==> config.mk <==
export PLATFORM = sky130hd
export DESIGN_NAME = branch_resolution_unit_flat
export DESIGN_NICKNAME = d
export VERILOG_FILES = /design/src/rtl/branch_resolution_unit_if.sv /design/src/rtl/branch_resolution_unit.sv /design/src/flat_wrapper.sv
export SDC_FILE = /design/constraint.sdc
export NUM_CORES = 1
export LEC_CHECK = 0
export ABC_AREA = 1
export BUFFER_PORTS_ARGS = -buffer_cell sky130_fd_sc_hd__buf_2
export CORE_ASPECT_RATIO = 1.5
export CORE_MARGIN = 3
export CORE_UTILIZATION = 40
export DETAILED_ROUTE_END_ITERATION = 7
export HOLD_SLACK_MARGIN = 0.05
export PLACE_DENSITY = 0.73
export SYNTH_ARGS = -nofsm -noshare
export SYNTH_HDL_FRONTEND = slang
export SYNTH_SLANG_ARGS = --single-unit
==> constraint.sdc <==
create_clock -name clk -period 3.5 [get_ports clk]
set_clock_uncertainty 0.2 [all_clocks]
set_input_delay 0.7 -clock clk [delete_from_list [all_inputs] [get_ports clk]]
set_output_delay 0.7 -clock clk [all_outputs]
set_load 0.02 [all_outputs]
==> src/rtl/branch_resolution_unit_if.sv <==
// branch_resolution_unit_if: fetch-push, EX-resolve and BHT-update bundle of the branch resolution unit.
interface branch_resolution_unit_if #(
   parameter int PC_W  = 32,
   parameter int LOWER = 5,
   parameter int CNT_W = 16
);
   logic             push_valid;
   logic [PC_W-1:0]  push_pc;
   logic             push_pred_taken;
   logic [PC_W-1:0]  push_pred_target;
   logic             push_ready;
   logic             res_valid;
   logic             res_taken;
   logic             res_jump;
   logic [PC_W-1:0]  res_target;
   logic [PC_W-1:0]  res_pc_next;
   logic             flush;
   logic [PC_W-1:0]  redirect_pc;
   logic             upd_en;
   logic [LOWER-1:0] upd_addr;
   logic             upd_was_taken;
   logic             upd_jumped;
   logic [CNT_W-1:0] cnt_resolved;
   logic [CNT_W-1:0] cnt_mispredict;
   logic             res_error;
   modport master (
      output push_valid, push_pc, push_pred_taken, push_pred_target,
      output res_valid, res_taken, res_jump, res_target, res_pc_next,
      input  push_ready, flush, redirect_pc, upd_en, upd_addr, upd_was_taken, upd_jumped,
      input  cnt_resolved, cnt_mispredict, res_error
   );
   modport slave (
      input  push_valid, push_pc, push_pred_taken, push_pred_target,
      input  res_valid, res_taken, res_jump, res_target, res_pc_next,
      output push_ready, flush, redirect_pc, upd_en, upd_addr, upd_was_taken, upd_jumped,
      output cnt_resolved, cnt_mispredict, res_error
   );
endinterface

==> src/rtl/branch_resolution_unit.sv <==
// branch_resolution_unit: tracks in-flight predictions, resolves them against EX, flushes on mispredict
// and trains the 2-bit history table.
module branch_resolution_unit #(
   parameter int PC_W           = 32,
   parameter int LOWER          = 5,
   parameter int DEPTH          = 4,
   parameter int CNT_W          = 16,
   parameter int RECOVER_CYCLES = 2
) (
   input logic                  clk,
   input logic                  arst_n,
   branch_resolution_unit_if.slave bus
);
   localparam int AW = $clog2(DEPTH);
   localparam int RW = $clog2(RECOVER_CYCLES + 2);
   typedef enum logic {RUN, RECOVER} state_t;
   state_t           r_state;
   logic [RW-1:0]    r_rec;
   logic [LOWER-1:0] r_idx [DEPTH];
   logic             r_pt  [DEPTH];
   logic [PC_W-1:0]  r_tg  [DEPTH];
   logic [AW-1:0]    r_wr, r_rd;
   logic [AW:0]      r_count;
   logic             r_flush, r_upd_en, r_upd_taken, r_upd_jump, r_err;
   logic [PC_W-1:0]  r_redirect;
   logic [LOWER-1:0] r_upd_addr;
   logic [CNT_W-1:0] r_cnt_res, r_cnt_mis;
   logic             w_push, w_pop, w_actual, w_mis;
   assign bus.push_ready = (r_state == RUN) && (r_count != (AW+1)'(DEPTH));
   assign w_push   = bus.push_valid && bus.push_ready;
   assign w_pop    = bus.res_valid && (r_count != '0);
   assign w_actual = bus.res_taken | bus.res_jump;
   assign w_mis    = w_pop && ((w_actual != r_pt[r_rd]) || (w_actual && bus.res_target != r_tg[r_rd]));
   // Only the history-table index of the PC is ever needed after the push.
   always_ff @(posedge clk) begin
      if (w_push) begin
         r_idx[r_wr] <= bus.push_pc[LOWER+1:2];
         r_pt[r_wr]  <= bus.push_pred_taken;
         r_tg[r_wr]  <= bus.push_pred_target;
      end
   end
   always_ff @(posedge clk or negedge arst_n) begin
      if (!arst_n) begin
         r_state     <= RUN;
         r_rec       <= '0;
         r_wr        <= '0;
         r_rd        <= '0;
         r_count     <= '0;
         r_flush     <= 1'b0;
         r_upd_en    <= 1'b0;
         r_upd_taken <= 1'b0;
         r_upd_jump  <= 1'b0;
         r_upd_addr  <= '0;
         r_redirect  <= '0;
         r_cnt_res   <= '0;
         r_cnt_mis   <= '0;
         r_err       <= 1'b0;
      end else begin
         r_upd_en <= w_pop;
         r_flush  <= w_mis;
         if (w_pop) begin
            r_upd_addr  <= r_idx[r_rd];
            r_upd_taken <= bus.res_taken;
            r_upd_jump  <= bus.res_jump;
            if (!(&r_cnt_res)) r_cnt_res <= r_cnt_res + CNT_W'(1);
         end
         if (bus.res_valid && r_count == '0) r_err <= 1'b1;
         if (w_mis) begin
            r_redirect <= w_actual ? bus.res_target : bus.res_pc_next;
            if (!(&r_cnt_mis)) r_cnt_mis <= r_cnt_mis + CNT_W'(1);
            // Everything younger than the mispredicted branch is on the wrong path.
            r_wr    <= '0;
            r_rd    <= '0;
            r_count <= '0;
            r_state <= (RECOVER_CYCLES > 0) ? RECOVER : RUN;
            r_rec   <= RW'(RECOVER_CYCLES);
         end else begin
            if (w_push) r_wr <= r_wr + AW'(1);
            if (w_pop) r_rd <= r_rd + AW'(1);
            r_count <= r_count + (AW+1)'(w_push) - (AW+1)'(w_pop);
            if (r_state == RECOVER) begin
               r_rec   <= r_rec - RW'(1);
               r_state <= (r_rec == RW'(1)) ? RUN : RECOVER;
            end
         end
      end
   end
   assign bus.flush          = r_flush;
   assign bus.redirect_pc    = r_redirect;
   assign bus.upd_en         = r_upd_en;
   assign bus.upd_addr       = r_upd_addr;
   assign bus.upd_was_taken  = r_upd_taken;
   assign bus.upd_jumped     = r_upd_jump;
   assign bus.cnt_resolved   = r_cnt_res;
   assign bus.cnt_mispredict = r_cnt_mis;
   assign bus.res_error      = r_err;
endmodule

==> src/flat_wrapper.sv <==
// flat-port wrapper written by rule: the top's interface ports become plain ports
module branch_resolution_unit_flat 
#(
   parameter int PC_W           = 32,
   parameter int LOWER          = 5,
   parameter int DEPTH          = 4,
   parameter int CNT_W          = 16,
   parameter int RECOVER_CYCLES = 2
)
  (clk, arst_n, bus_push_valid, bus_push_pc, bus_push_pred_taken, bus_push_pred_target, bus_res_valid, bus_res_taken, bus_res_jump, bus_res_target, bus_res_pc_next, bus_push_ready, bus_flush, bus_redirect_pc, bus_upd_en, bus_upd_addr, bus_upd_was_taken, bus_upd_jumped, bus_cnt_resolved, bus_cnt_mispredict, bus_res_error);
  branch_resolution_unit_if #(.PC_W(PC_W), .LOWER(LOWER), .CNT_W(CNT_W)) bus_i ();
  input logic clk;
  input logic arst_n;
  input wire logic [$bits(bus_i.push_valid)-1:0] bus_push_valid;
  input wire logic [$bits(bus_i.push_pc)-1:0] bus_push_pc;
  input wire logic [$bits(bus_i.push_pred_taken)-1:0] bus_push_pred_taken;
  input wire logic [$bits(bus_i.push_pred_target)-1:0] bus_push_pred_target;
  input wire logic [$bits(bus_i.res_valid)-1:0] bus_res_valid;
  input wire logic [$bits(bus_i.res_taken)-1:0] bus_res_taken;
  input wire logic [$bits(bus_i.res_jump)-1:0] bus_res_jump;
  input wire logic [$bits(bus_i.res_target)-1:0] bus_res_target;
  input wire logic [$bits(bus_i.res_pc_next)-1:0] bus_res_pc_next;
  output wire logic [$bits(bus_i.push_ready)-1:0] bus_push_ready;
  output wire logic [$bits(bus_i.flush)-1:0] bus_flush;
  output wire logic [$bits(bus_i.redirect_pc)-1:0] bus_redirect_pc;
  output wire logic [$bits(bus_i.upd_en)-1:0] bus_upd_en;
  output wire logic [$bits(bus_i.upd_addr)-1:0] bus_upd_addr;
  output wire logic [$bits(bus_i.upd_was_taken)-1:0] bus_upd_was_taken;
  output wire logic [$bits(bus_i.upd_jumped)-1:0] bus_upd_jumped;
  output wire logic [$bits(bus_i.cnt_resolved)-1:0] bus_cnt_resolved;
  output wire logic [$bits(bus_i.cnt_mispredict)-1:0] bus_cnt_mispredict;
  output wire logic [$bits(bus_i.res_error)-1:0] bus_res_error;
  assign bus_i.push_valid = bus_push_valid;
  assign bus_i.push_pc = bus_push_pc;
  assign bus_i.push_pred_taken = bus_push_pred_taken;
  assign bus_i.push_pred_target = bus_push_pred_target;
  assign bus_i.res_valid = bus_res_valid;
  assign bus_i.res_taken = bus_res_taken;
  assign bus_i.res_jump = bus_res_jump;
  assign bus_i.res_target = bus_res_target;
  assign bus_i.res_pc_next = bus_res_pc_next;
  assign bus_push_ready = bus_i.push_ready;
  assign bus_flush = bus_i.flush;
  assign bus_redirect_pc = bus_i.redirect_pc;
  assign bus_upd_en = bus_i.upd_en;
  assign bus_upd_addr = bus_i.upd_addr;
  assign bus_upd_was_taken = bus_i.upd_was_taken;
  assign bus_upd_jumped = bus_i.upd_jumped;
  assign bus_cnt_resolved = bus_i.cnt_resolved;
  assign bus_cnt_mispredict = bus_i.cnt_mispredict;
  assign bus_res_error = bus_i.res_error;
  branch_resolution_unit #(.PC_W(PC_W), .LOWER(LOWER), .DEPTH(DEPTH), .CNT_W(CNT_W), .RECOVER_CYCLES(RECOVER_CYCLES)) u_core (.clk(clk), .arst_n(arst_n), .bus(bus_i));
endmodule
Word level (Yosys, flattened, before mapping). Memory sizes are Yosys's and may differ from the RTL's. A register that Yosys moved wholly into a read port is not among the register bits. Cells that the tools add are included.

Register bits after elaboration: 79. Memory bits (writable): 152. Input port bits: 135. Output and inout port bits: 75. Word-level logic and storage cells: 61. Memories kept: 3.

Add/sub/neg operators: 7. Equality and inequality tests: 4. Mux-type cells: 13. Bitwise gates (word level): 4. Reduce and logical (&&, ||, !) cells: 17.

Memories: u_core.r_tg (depth 4, width 32, read ports 1, clocked after memory_dff 0, write ports 1, RTL line branch_resolution_unit.sv:21) `logic [PC_W-1:0] r_tg [DEPTH];`; u_core.r_idx (depth 4, width 5, read ports 1, clocked after memory_dff 1, write ports 1, RTL line branch_resolution_unit.sv:19) `logic [LOWER-1:0] r_idx [DEPTH];`; u_core.r_pt (depth 4, width 1, read ports 1, clocked after memory_dff 0, write ports 1, RTL line branch_resolution_unit.sv:20) `logic r_pt [DEPTH];`.

Operator list (count): 16-bit by 1-bit adder with 16-bit output (second input constant) (2); 32-bit 2-to-1 mux (1); 32-bit != test (1); 16-bit AND reduction (2); 2-bit 2-to-1 mux (6); 1-bit logical AND (6); 2-bit nonzero test (3); 1-bit 2-to-1 mux (5); 2-bit by 1-bit adder with 2-bit output (second input constant) (2); 2-bit AND reduction (2); 3-bit by 1-bit adder with 3-bit output (1); 3-bit zero test (1); 3-bit 2-to-1 mux (1); 3-bit != test (second input constant) (1); 1-bit inverter (3); 3-bit nonzero test (1); 3-bit by 1-bit subtractor with 3-bit output (1); 2-bit by 1-bit equality test with 1-bit output (second input constant) (1); 2-bit by 1-bit subtractor with 2-bit output (second input constant) (1); 1-bit zero test (1); 1-bit logical OR (1); 1-bit != test (1); 1-bit OR (1).

Logic depth before layout (Yosys ltp).
Depth after elaboration: 6. Depth in mapped cells: 19. Depth with buffers taken out: 15.

Least setup slack after synthesis. No wires, ideal clock.

Kind: reg-to-reg. Start point: register u_core.r_count[1]. End point: memory u_core.r_idx[0][0] (enable). Setup time: 433 ps. Arrival: 2866 ps. Slack: 0 ps. Stages on the path, launching flop included: 5. Buffers on the path: 0. Period minus slack after synthesis: 3500 ps. Path through: dfrtp_1 > inv_1 > a31oi_1 > nand2_1 > nor2_1.

Cells in the longest elaborated chain, start to end: 5.

RTL lines: from (decl) (RTL line branch_resolution_unit.sv:23) `logic [AW:0] r_count;`; from (signal assigned) (RTL line branch_resolution_unit.sv:80) `r_count <= r_count + (AW+1)'(w_push) - (AW+1)'(w_pop);`; 3-bit != test (RTL line branch_resolution_unit.sv:29) `assign bus.push_ready = (r_state == RUN) && (r_count != (AW+1)'(DEPTH));`; 1-bit logical AND (RTL line branch_resolution_unit.sv:29); net bus_push_ready (RTL line flat_wrapper.sv:23) `output wire logic [$bits(bus_i.push_ready)-1:0] bus_push_ready;`; 1-bit logical AND (RTL line branch_resolution_unit.sv:30) `assign w_push = bus.push_valid && bus.push_ready;`; 1-bit 2-to-1 mux (RTL line branch_resolution_unit.sv:36) `if (w_push) begin`; 1-bit 2-to-1 mux (implied by the code) (RTL line branch_resolution_unit.sv:37) `r_idx[r_wr] <= bus.push_pc[LOWER+1:2];`; to (decl) (RTL line branch_resolution_unit.sv:19).

The timed path passes the listed nets, and every way through them passes these cells.

Worst setup path in the final report.
Start point: register u_core.r_rd[1]. End point: register u_core.r_state.

Cells in the longest elaborated chain, start to end: 6. Elaborated cells between the ends (all ways): 8. Those cells by class: eq/ne (2); mux (1); reduce/logical (3); memory (2).

RTL lines: from (decl) (RTL line branch_resolution_unit.sv:22) `logic [AW-1:0] r_wr, r_rd;`; from (signal assigned) (RTL line branch_resolution_unit.sv:79) `if (w_pop) r_rd <= r_rd + AW'(1);`; memory read 4 x 32 bit; 32-bit != test (RTL line branch_resolution_unit.sv:33) `assign w_mis = w_pop && ((w_actual != r_pt[r_rd]) || (w_actual && bus.res_target != r_tg[r_rd]));`; 1-bit logical AND (RTL line branch_resolution_unit.sv:33); 1-bit logical OR * (RTL line branch_resolution_unit.sv:33); 1-bit logical AND * (RTL line branch_resolution_unit.sv:33); 1-bit 2-to-1 mux * (RTL line branch_resolution_unit.sv:68) `if (w_mis) begin`; to (signal assigned) (RTL line branch_resolution_unit.sv:75) `r_state <= (RECOVER_CYCLES > 0) ? RECOVER : RUN;`; to (signal assigned) (RTL line branch_resolution_unit.sv:83) `r_state <= (r_rec == RW'(1)) ? RUN : RECOVER;`; to (decl) (RTL line branch_resolution_unit.sv:17) `state_t r_state;`.

Mark *: on every way between the ends. The rest lies on a longest branch, timed or not. A chain may end at the register's enable or synchronous reset.

==> metrics.md <==
| Metric | Value |
|---|---|
| Crit-path slowest cell | `inv_2` |
| DPL Wire Length | `around 18,000 um` |
| Required @ worst endpoint | `3.66 ns` |
| Synth top area share | `43.9%` |
| Switching power | `between 0.003 and 0.004 W` |
| Clock sinks | `236` |
| Multi-input gate area | `0.00340 mm^2` |
| Initial antenna violation count | `2` |
| Internal power | `0.00587 W` |
| Initial Utilization | `between 40% and 50%` |
| Hold WC Path Type | `input port to register` |
| Layout cells sized above 1 | `a little over a fifth` |
| Via count | `7,625` |
| Outcome | `finished clean` |
| Most common cell in the netlist | `nand2_1` |
| Postcts setup bufs | `0` |
| Total GRT Usage | `18.4%` |
| CP arrival | `3.13 ns` |
| GRT Residual Overflow | `0` |
| Synth warn | `0` |
| Most used cell, CP | `nand2_1` |
| Worst rel slew slack | `a little under half` |
| Final net count | `1,311` |
| Distinct cells, synth | `33` |
| Area growth syn-to-layout | `20.1%` |
| Total power | `about 0.009 W` |
| Launching point of the worst reg2reg path | `u_core.r_rd[1]$_DFFE_PN0P_` |
| Syn nets | `1,124` |
| Yosys top cell by area | `edfxtp_1` |
| Crit. Startpoint | `u_core.r_rd[1]$_DFFE_PN0P_` |
| Clock power share | `26.9%` |
| Total Die Area | `about 0.028 mm^2` |
| Switching part of the total | `35.9%` |
| Clock root cell | `clkbuf_16` |
| #FFs+latches synth | `~240` |
| Largest stage delay, worst path | `0.42 ns` |
| Max-cap viol count | `0` |
| Clock slew at reported path FFs | `0.06 ns` |
| First-pass GRT wire length | `40,100 um` |
| Ys flop type | `edfxtp_1` |
| Peak supply drop | `approximately 0.46 mV` |
| Pin count of the biggest net entering global routing | `48` |
| Port Buf Inserts | `182` |
| Avg WL per Cell | `between 15 and 20 um` |
| Fin crit period | `2.97 ns` |
| Synth Instances | `979` |
| Metal3 WL | `~1600 um` |
| Vias in the first global route | `7,675` |
| Share of synthesized registers carrying an async set or reset | `between 30% and 40%` |
| Gpl congestion | `0.902` |
| Antenna viol nets, final | `0` |
| Seq/Total Area, Yosys | `64.2%` |
| CP max FO | `between 40 and 50` |
| Drt first pass iters | `5` |
| Core outline area | `approximately 0.025 mm^2` |
| TritonCTS buffer count | `23` |
| Final worst-path cycle share | `between 80% and 90%` |
| Final WL | `~26,000 um` |
| Via density | `5.04` |
| Cells taking the most area after synthesis | `edfxtp_1 44%, dfrtp_1 20%, nand2_1 12%, nand3_1 3.9%, mux2i_1 2.9%` |
| Mapped cell area | `0.0104 mm^2` |
| Worst hold start | `bus_push_pred_target[10]` |
| RSZ-0062 raised after global routing | `false` |
| Reg power frac | `40.5%` |
| Crit start category | `register` |
| Number of cells upsized or downsized after cts | `0` |
| Finished Layout Cells | `1,513` |
| FF+latch area | `0.00667 mm^2` |
| Die width | `about 140 um` |
| CTS tree | `done` |
| H-tree Lvls | `1` |
| Kind of critical path | `register to register` |
| EDFF count, synth | `152` |
| Iter 0 DRT Violations | `380` |
| DP Worst Slack | `0.507 ns` |
| Post-route setup TNS | `0 ns` |
| Uppermost routed layer | `met4` |
| Worst setup EP type | `register` |
| Worst-Margin Slew | `0.814 ns` |
| WHS | `0.197 ns` |
| Synth top cells by count | `319 x nand2_1, 152 x edfxtp_1, 84 x dfrtp_1` |
| Worst path buffer plus inverter count | `3` |
| P_leak | `5.41 nW` |
| Comb pwr share | `32.6%` |
| DR WL met2 | `around 14,000 um` |
| Residual DRC | `0` |
| Maximum clock rate | `~0.34 GHz` |
| Boundary pin count | `210` |
| Pwr per Cell Area | `about 730 mW/mm^2` |
| Crit path max-delay family | `buffers and inverters` |
| Met1 wire length | `10,100 um` |
| Syn avg cell area | `10.6 um^2` |
| Final hold vios | `0` |
| Final setup viols | `0` |
| # rows | `71` |
| CP Cell Sequence | `inv_2 -> buf_4 -> nand3_1 -> nand2_1 -> xor2_1 -> nand2_1 -> nor2_1 -> nand2_1 -> nor2_2 -> nand2_2 -> nand2_2 -> buf_4 -> o21ai_0` |
| Setup ws final | `~0.53 ns` |
| Height of the die | `203 um` |
| # placed instances | `about 1.5k` |
| Later-pin clock latency in the skew report | `0.51 ns` |
| Fill cell total of the finished layout | `2,258` |
| Fin. max-slew vios | `0` |
| Clk buf depth | `3` |
==> layer usage <==
layer / vias to the layer above / GRT usage (%)
met3: 36 / 2.81
met1: 3648 / 22.2
met4: 0 / 5.85
met2: 251 / 33.3
met5: - / 0
li1: 3690 / -
==> cell families (layout without fill, tap and decap cells) <==
| group | Yosys count | in the layout | synth area share [%] |
|---|---|---|---|
| other | 0 | 2 | 0 |
| multiplexers | 30 | 30 | 2.89 |
| buffers and inverters | 75 | 279 | 3.42 |
| AO/OA/AOI/OAI | 62 | 62 | 3.26 |
| flip-flops | 236 | 236 | 64.2 |
| AND/OR/NAND/NOR | 520 | 520 | 21.1 |
| adder cells (fa/ha/maj) | 10 | 10 | 1.28 |
| XOR/XNOR | 46 | 46 | 3.88 |
==> registers in the layout, summed over array words and instances, names as in the netlist, 3 cells and up <==
signal,flops
u_core.bus.redirect_pc,32
u_core.r_count,3
u_core.r_tg,128
u_core.r_pt,4
u_core.bus.cnt_mispredict,16
u_core.bus.upd_addr,5
u_core.bus.cnt_resolved,16
u_core.r_idx,20
==> power by group through the flow <==
stage               Sequential, W  Combinational [W]  Clock [W]
CTS                       0.00371            0.00303    0.00252
finish                    0.00371            0.00299    0.00246
global placement          0.00374            0.00295          0
global route              0.00376            0.00338    0.00261
detailed placement        0.00376            0.00302          0
floorplan                 0.00406            0.00173          0
==> per-stage QoR <==
stage	instance area, um^2	util, %
4_1_cts	12500	49.2
3_5_place_dp	11700	46.2
3_3_place_gp	11700	46.2
6_report	12500	49.3
5_1_grt	12500	49.3
2_1_floorplan	10400	-
==> area by class of cell <==
cell class / count / area share, %
Timing Repair Buffer: 202 / 8.85
Antenna cell: 2 / 0.0401
Clock buffer: 29 / 4.88
Clock inverter: 13 / 1.15
Sequential cell: 236 / 53.5
Inverter: 35 / 1.05
Tap cell: 328 / 3.29
Multi-Input combinational cell: 668 / 27.3
==> path summary, 6_finish.rpt <==
check	slack [ns]	depth (start not counted)	endpoint
max	0.53	13	u_core.r_state$_DFF_PN0_
min	0.20	1	u_core.r_tg[0][10]$_DFFE_PP_
max reg2reg	0.53	13	u_core.r_state$_DFF_PN0_
min reg2reg	0.27	1	u_core.bus.res_error$_DFFE_PN0P_
max in group asynchronous	1.86	3	u_core.bus.redirect_pc[22]$_DFFE_PN0P_
min in group asynchronous	0.54	2	u_core.bus.flush$_DFF_PN0_
==> cells in the final DEF (no fill, tap or decap), types with 9 or more instances in the layout <==
cell type  count
buf_2        181
buf_4         17
clkbuf_16     23
dfrtp_1       83
edfxtp_1     152
ha_1           9
inv_1         33
mux2i_1       30
nand2_1      319
nand3_1       81
nand3b_1      15
nand4_1       21
nor2_1        66
o21ai_0       21
o21ai_1       26
xnor2_1       17
xor2_1        29
==> repair_timing <==
action	CTS	global route
setup endpoints to repair	0	0
hold buffers	1	0
hold endpoints to repair	40	0
No activity file was read; power rests on OpenSTA's default activity.
